===== src/rtl/dly_line_arb.sv =====
// Round-robin arbitrated, channel-tagged delay line: NUM_CH producers share one LEN-deep FIFO
// whose output is held back until LEN words are stored (or a flush), then drains to empty.
module dly_line_arb #(
  parameter int NUM_CH = 3,
  parameter int LEN = 4,
  parameter int W_DIN = 16,
  localparam int W_CH = $clog2(NUM_CH)
) (
  input  logic                    clk,
  input  logic                    rst,
  input  logic [NUM_CH*W_DIN-1:0] din_data,
  input  logic [NUM_CH-1:0]       din_valid,
  output logic [NUM_CH-1:0]       din_ready,
  input  logic                    flush,
  output logic [W_CH+W_DIN-1:0]   dout_data,
  output logic                    dout_valid,
  input  logic                    dout_ready,
  output logic [$clog2(LEN+1)-1:0] occupancy,
  output logic                    primed
);

  localparam int OW = $clog2(LEN + 1);
  localparam int PW = (LEN > 1) ? $clog2(LEN) : 1;
  localparam int W_E = W_CH + W_DIN;
  localparam logic [OW-1:0] LEN_C = OW'(LEN);

  // Valid/ready: a transfer happens on a channel in exactly the cycle where its valid and
  // ready are both high; valid never waits on ready, and ready is offered only to the grant.
  typedef enum logic {FILL, RUN} state_t;

  state_t          state, state_next;
  logic [W_E-1:0]  mem [LEN];
  logic [PW-1:0]   head, tail;
  logic [W_CH-1:0] rr_ptr, grant, cand;
  logic [OW-1:0]   occ_next;
  logic            any_valid, found, pop, can_push, accept;
  int              scan_idx;

  function automatic logic [PW-1:0] ptr_inc(input logic [PW-1:0] p);
    return (p == PW'(LEN - 1)) ? '0 : p + 1'b1;
  endfunction

  // Rotating priority scan starting at rr_ptr; depends only on din_valid and rr_ptr.
  always_comb begin
    grant = '0;
    found = 1'b0;
    cand = '0;
    scan_idx = 0;
    for (int i = 0; i < NUM_CH; i++) begin
      scan_idx = int'(rr_ptr) + i;
      if (scan_idx >= NUM_CH) scan_idx = scan_idx - NUM_CH;
      cand = W_CH'(scan_idx);
      if (!found && din_valid[cand]) begin
        grant = cand;
        found = 1'b1;
      end
    end
  end

  assign any_valid  = |din_valid;
  assign dout_valid = (state == RUN) && (occupancy != '0);
  assign dout_data  = mem[head];
  assign pop        = dout_valid && dout_ready;
  assign can_push   = (occupancy < LEN_C) || pop;
  assign accept     = rst && any_valid && can_push;
  assign primed     = (state == RUN);

  always_comb begin
    din_ready = '0;
    if (rst && any_valid) din_ready[grant] = can_push;
  end

  always_comb begin
    occ_next = occupancy;
    if (accept && !pop) occ_next = occupancy + 1'b1;
    else if (!accept && pop) occ_next = occupancy - 1'b1;
  end

  always_comb begin
    state_next = state;
    case (state)
      FILL: if ((occ_next == LEN_C) || (flush && (occupancy != '0))) state_next = RUN;
      RUN:  if (occ_next == '0) state_next = FILL;
      default: state_next = FILL;
    endcase
  end

  always_ff @(posedge clk or negedge rst) begin
    if (!rst) begin
      state     <= FILL;
      occupancy <= '0;
      rr_ptr    <= '0;
      head      <= '0;
      tail      <= '0;
      for (int i = 0; i < LEN; i++) mem[i] <= '0;
    end else begin
      state     <= state_next;
      occupancy <= occ_next;
      if (pop) head <= ptr_inc(head);
      if (accept) begin
        mem[tail] <= {grant, din_data[int'(grant)*W_DIN +: W_DIN]};
        tail      <= ptr_inc(tail);
        rr_ptr    <= (grant == W_CH'(NUM_CH - 1)) ? '0 : grant + 1'b1;
      end
    end
  end

endmodule


===== config.mk =====
export PLATFORM = sky130hd
export DESIGN_NAME = dly_line_arb
export DESIGN_NICKNAME = d
export VERILOG_FILES = /design/src/rtl/dly_line_arb.sv
export SDC_FILE = /design/constraint.sdc
export NUM_CORES = 1
export LEC_CHECK = 0
export ABC_AREA = 1
export BUFFER_PORTS_ARGS = -buffer_cell sky130_fd_sc_hd__buf_2
export CORE_MARGIN = 1.5
export CORE_UTILIZATION = 25
export DETAILED_ROUTE_END_ITERATION = 12
export GPL_ROUTABILITY_DRIVEN = 0
export GPL_TIMING_DRIVEN = 0
export PLACE_DENSITY_LB_ADDON = 0.3
export SLEW_MARGIN = 10
export SYNTH_ARGS = -nofsm -noshare
export SYNTH_HDL_FRONTEND = slang
export SYNTH_SLANG_ARGS = --single-unit

===== constraint.sdc =====
create_clock -name clk -period 2.2 [get_ports clk]
set_clock_uncertainty 0.15 [all_clocks]
set_input_delay 0.22 -clock clk [delete_from_list [all_inputs] [get_ports clk]]
set_output_delay 0.22 -clock clk [all_outputs]
set_load 0.005 [all_outputs]

==> results of run 1 <==
[report_power, final]
group          switching [mW]  internal (mW)
Clock                   0.650           1.23
Combinational            4.48           2.97
Sequential              0.393           2.18
[area by class of cell]
cell class	count	area [sq um]	share of cell area, %
clock inverters	6	138	2.13
well taps	229	287	4.43
plain buffers	28	295	4.57
multi-input cells	466	2550	39.4
repair buffers	112	712	11.0
flip-flops and latches	82	2050	31.8
inverters	47	199	3.08
clock buffers	10	229	3.54
[worst min-delay path, stage by stage]
cell	delay (ps)
buf_2	100
nand3_2	60
nand2_2	70
nand2_1	60
nand2_1	40
[repair_timing]
| action | in CTS | in global routing |
|---|---|---|
| endpoints found under the setup margin | 94 | 89 |
| pin swaps | 5 | 15 |
| cloned | 0 | 1 |
| gates resized for setup | 69 | 89 |
| hold buffers | 1 | 2 |
| endpoints found under the hold margin | 27 | 26 |
| setup buffers | 15 | 12 |
[path summary, 6_finish.rpt]
check	depth (start not counted)	endpoint	startpoint	slack, ps
worst min-delay path	5	mem[26]	din_data[8]	90
max in group asynchronous	3	head[1]	rst	1150
worst min register to register	2	mem[31]	mem[31]	320
worst max-delay path	11	din_ready[1]	rr_ptr[1]	-180
min in group asynchronous	3	mem[10]	rst	440
worst max register to register	15	mem[1]	rr_ptr[1]	-100
[metal layers]
metal	vias up	global-route usage (%)	wire [microns]
met5	-	0	0
met4	0	3.95	123
met3	11	3.38	652
met2	103	25.3	7580
met1	2169	21.8	7050
li1	2219	-	-
[kinds of logic (layout without fill, tap and decap cells)]
logic type / after synthesis / count (layout) / share of synthesized area [%]
DFF: 82 / 82 / 44.5
AOI/OAI and AO/OA: 71 / 71 / 8.55
and+or+nand+nor: 385 / 385 / 36.7
buffers and inverters: 76 / 203 / 7.52
adders and majority gates: 10 / 10 / 2.71
[synthesized netlist by cell type, drive strengths merged]
| library cell | number | area [sq um] |
|---|---|---|
| ha | 10 | 125 |
| clkbuf | 17 | 63.8 |
| clkinv | 1 | 3.75 |
| dfrtp | 82 | 2050 |
| nand2 | 287 | 1140 |
| buf | 12 | 104 |
| inv | 46 | 175 |
| nand3 | 53 | 368 |
| o21ai | 50 | 254 |
| nor2 | 43 | 166 |
| or2 | 1 | 6.26 |
| o22ai | 18 | 113 |
| a31oi | 1 | 12.5 |
| o21bai | 2 | 15.0 |
| nand4 | 1 | 6.26 |
[sequential cells by signal, indices dropped and copies added (netlist names)]
register,count
mem,72
occupancy,3
head,2
rr_ptr,2
tail,2
primed,1
[through the flow]
stage | TNS (ps) | power (mW) | hold slack (ps) | cells | setup slack, ps
2_1_floorplan | 0 | 6.34 | -226 | 624 | 120
3_5_place_dp | -20720 | 8.26 | 35.4 | 934 | -399
4_1_cts | -1280 | 10.8 | -330 | 965 | -185
3_3_place_gp | -103960 | 8.24 | 307 | 933 | -1380
5_1_grt | -10940 | 12.8 | 96.5 | 980 | -290
6_report | -3160 | 11.9 | 91.3 | 980 | -182
==> out/metrics.cfg, run 1 <==
[run_status]
status=finished, violations left
failed_checks=negative setup slack

[sta]
clock.fmax_mhz=420
rsz0062_at_grt=yes
setup_slack_ps=-182
final_hold_viol_count=0
setup_viol=57
worst_pin_slew_ps=368
min_period_over_period_pct=108
relSlewSlack_pct=75.4
period_needed_ps=2380
maxSlewViolCount=0

[pwr]
pwr_density_cell_mw_per_mm2=1840
vdd_drop_max_uv=769
p_leak_nw=3.39

[finish]
areaGrowthSynthToFinish_pct=40.2
post-route-cell-area_sq_mm=0.00646
fill_cells=1921
post-route-util_pct=35.8
final_nets=811
drive_above_1_share_pct=34.8
layout_common_cells=232 x nand2_1, 81 x dfrtp_1, 79 x buf_2, 45 x o21ai_0, 40 x nand2_2
final_common_cell=nand2_1
insertedDiodeCount=0

[die]
die-area_sq_mm=0.0193
die_x_microns=139
core_area_sq_mm=0.0180
initial_core_util_pct=25.6
ios=81
rows=49
chipHeight_microns=139

[worst_setup_path]
required_ps=1830
cp_slowest_cell=dfrtp_1
arrival_ps=2010
critical_path_class=register to primary output
cp_max_fo=5
slowest_delay_ps=420
cp-start-kind=register
cpLargestDelayFamily=simple AND/OR/NAND/NOR gates
crit_buf_inv=4
crit_chain=ha_4 > inv_4 > nand2_2 > nand3_2 > nand2_4 > nand4_1 > nand2_4 > inv_4 > buf_12 > nor2_4 > buf_6
crit_path_end_kind=primary output

[clocking]
clk_pin_slew_worst_paths_ps=70
clk_latency_ps=350
root_buffer=clkbuf_16
clock_tree.buffer_depth=2
cts_tree=yes
h-tree-depth=3
numClockSinks=82
cts_buffers=9

[global_route]
globalRouteOverflowTotal=0
grt_antenna_before_repair=0
grt_util_all_layers_pct=15.8
first_global_vias=4156
grt_pass1_wl_mm=23.5
grt_max_degree=57

[placement]
dpl.hpwl_mm=10.0
placed_area_sq_mm=0.00533
port_buffers=80

[route]
first_iter_violations=367
drc=0
vias_per_cell=4.59
detail-route-antenna-nets=0
vias=4502
wire_per_inst_microns=15.7
first_pass_iters=5
drt-total-wl_mm=15.4

[synth]
ys_ff_latch=82
yosysWarnings=0
synthCells=624
synth_cell_type_count=27
ys_seq_area_share_pct=44.5
syn_avg_cell_area_sq_um=7.39
synth_area_sq_mm=0.00461
synth_fp_nets=689

[job]
maxCapViolCount=0

[worst_hold_path]
worstHoldPathType=input port to register

Power figures use the tool's default switching activity.
==> run 2, diff against run 1 <==
--- a/config.mk
+++ b/config.mk
@@ -8,7 +8,7 @@
 export ABC_AREA = 1
 export BUFFER_PORTS_ARGS = -buffer_cell sky130_fd_sc_hd__buf_2
 export CORE_MARGIN = 1.5
-export CORE_UTILIZATION = 25
+export CORE_UTILIZATION = 51
 export DETAILED_ROUTE_END_ITERATION = 12
 export GPL_ROUTABILITY_DRIVEN = 0
 export GPL_TIMING_DRIVEN = 0
==> run 2 against run 1 <==
The run still ends with negative setup slack left. Via count rose by 6.3%. Worst setup slack worse by 97 ps. Cell count decreased by 12%. Maximum frequency fell by 3.9%. Global-route usage is 13 points higher. Sequential share of layout area grew 1.4 points. Sequential power is essentially flat. Critical path type unchanged. Highest routed layer unchanged.
==> out/metrics.cfg, run 2 (synthesized netlist as in run 1, its figures left out) <==
[worst_setup_path]
cp-start-kind=register
crit_end=din_ready[1]
critical_path_class=register to primary output
cp_max_fo=5
worstSetupStartpoint=rr_ptr[1]
rrSetupSlack_ps=-180
r2r_end=mem[37]
timing.rr.start=rr_ptr[0]
required_ps=1830
crit_path_end_kind=primary output
arrival_ps=2110
r2r_cells=18

[global_route]
grt_antenna_before_repair=0
grt_pass1_wl_mm=22.0
grt_max_degree=51
globalRouteOverflowTotal=0
grt_util_all_layers_pct=29.2
first_global_vias=4440

[placement]
placed_area_sq_mm=0.00517
dpl.hpwl_mm=8.95
port_buffers=80
placed_cells=813
pre_cts_slack_ps=-355

[route]
first_pass_iters=8
detail-route-antenna-nets=0
vias=4787
wl_met3_mm=1.41
drt-total-wl_mm=14.5
wire_per_inst_microns=16.8
vias_per_cell=5.53
dr_wl_met2_mm=6.92
drc=0
first_iter_violations=480
dr.max_layer_used=met4
wl_met1_mm=5.71

[finish]
largestRegisters=mem: 72 flops, occupancy: 3 flops
top_register=mem
post-route-util_pct=71.0
final_common_cell=nand2_1
fill_cells=654
insertedDiodeCount=0
drive_above_1_share_pct=39.0
areaGrowthSynthToFinish_pct=34.3
layout_common_cells=214 x nand2_1, 81 x dfrtp_1, 79 x buf_2, 59 x nand2_2, 44 x o21ai_0
largest_reg_flops=72
post-route-cell-area_sq_mm=0.00619
final_nets=817
stdcell_count=865

[die]
die-area_sq_mm=0.00962
chipHeight_microns=98.1
initial_core_util_pct=52.9
ios=81
die_x_microns=98.1
core_area_sq_mm=0.00872
rows=34

[pwr]
vdd_drop_max_uv=1730
p_leak_nw=3.33
pwr_density_cell_mw_per_mm2=1840

[clocking]
root_buffer=clkbuf_8
cts_tree=yes
clk_latency_ps=360
clock_tree.buffer_depth=2
clk_pin_slew_worst_paths_ps=90
h-tree-depth=3
cts_buffers=9
numClockSinks=82

[run_status]
status=finished, violations left
failed_checks=negative setup slack

[sta]
finalSetupTns_ps=-7270
min_period_over_period_pct=113
period_needed_ps=2480
worst_pin_slew_ps=474
setup_slack_ps=-279
final_hold_viol_count=0
rsz0062_at_grt=yes
maxSlewViolCount=0
clock.fmax_mhz=403
relSlewSlack_pct=68.4
setup_viol=64

[worst_hold_path]
whs_path_depth=5
worstHoldPathType=input port to register

[job]
maxCapViolCount=0

-- run 2: power breakdown --
group	internal, mW	switching (mW)	leakage, nW
clock network	0.471	0.558	0.0924
logic	3.21	4.55	2.20
registers	2.18	0.409	1.04
-- run 2: area by class of cell --
type                    instances  area (sq um)  area share (%)
clock buffers                  12           155            2.51
clock inverters                 4          26.3           0.424
inverters                      47           191            3.09
flip-flops and latches         82          2050            33.2
multi-input cells             466          2550            41.1
repair buffers                118           783            12.7
plain buffers                  28           299            4.83
well taps                     108           135            2.18
-- run 2: metrics by stage --
| stage | hold WS, ps | power, mW |
|---|---|---|
| after CTS | 70.6 | 9.94 |
| after floorplan | -226 | 6.34 |
| final | 65.0 | 11.4 |
| after global routing | 86.4 | 12.1 |
| after detailed placement | 59.2 | 8.05 |
| after global placement | 291 | 7.86 |
-- run 2: how the worst min path moves through the flow --
stage / from / end / slack (ps)
3_5_place_dp: rst / mem[65] / 60
2_1_floorplan: rst / head[0] / -230
3_3_place_gp: flush / primed / 290
6_report: din_data[7] / mem[61] / 60
5_1_grt: din_data[7] / mem[25] / 90
4_1_cts: din_data[7] / mem[61] / 70
-- run 2: critical path, cell delays in order (launching register included) --
cell     delay, ps
dfrtp_1        440
ha_4           360
inv_6           60
nand2_2         60
nand3_2         80
nand2_4         80
nand4_1        140
nand2_4        130
inv_4           50
buf_12         120
nor2_4         120
buf_6          110
-- run 2: what timing repair did --
item / 4_1_cts / 5_1_grt
buffers inserted: 16 / 17
hold endpoints to repair: 33 / 0
hold buffers: 3 / 0
resized for setup: 67 / 113
endpoints found under the setup margin: 94 / 96
gates cloned: 1 / 0
pin swaps: 10 / 31
-- run 2: routing by layer --
metal  vias to the layer above  global-route usage [%]
li1                       2222                       -
met2                       264                    48.3
met3                        49                    4.87
met1                      2252                    38.3
met4                         0                    11.5
met5                         -                       0
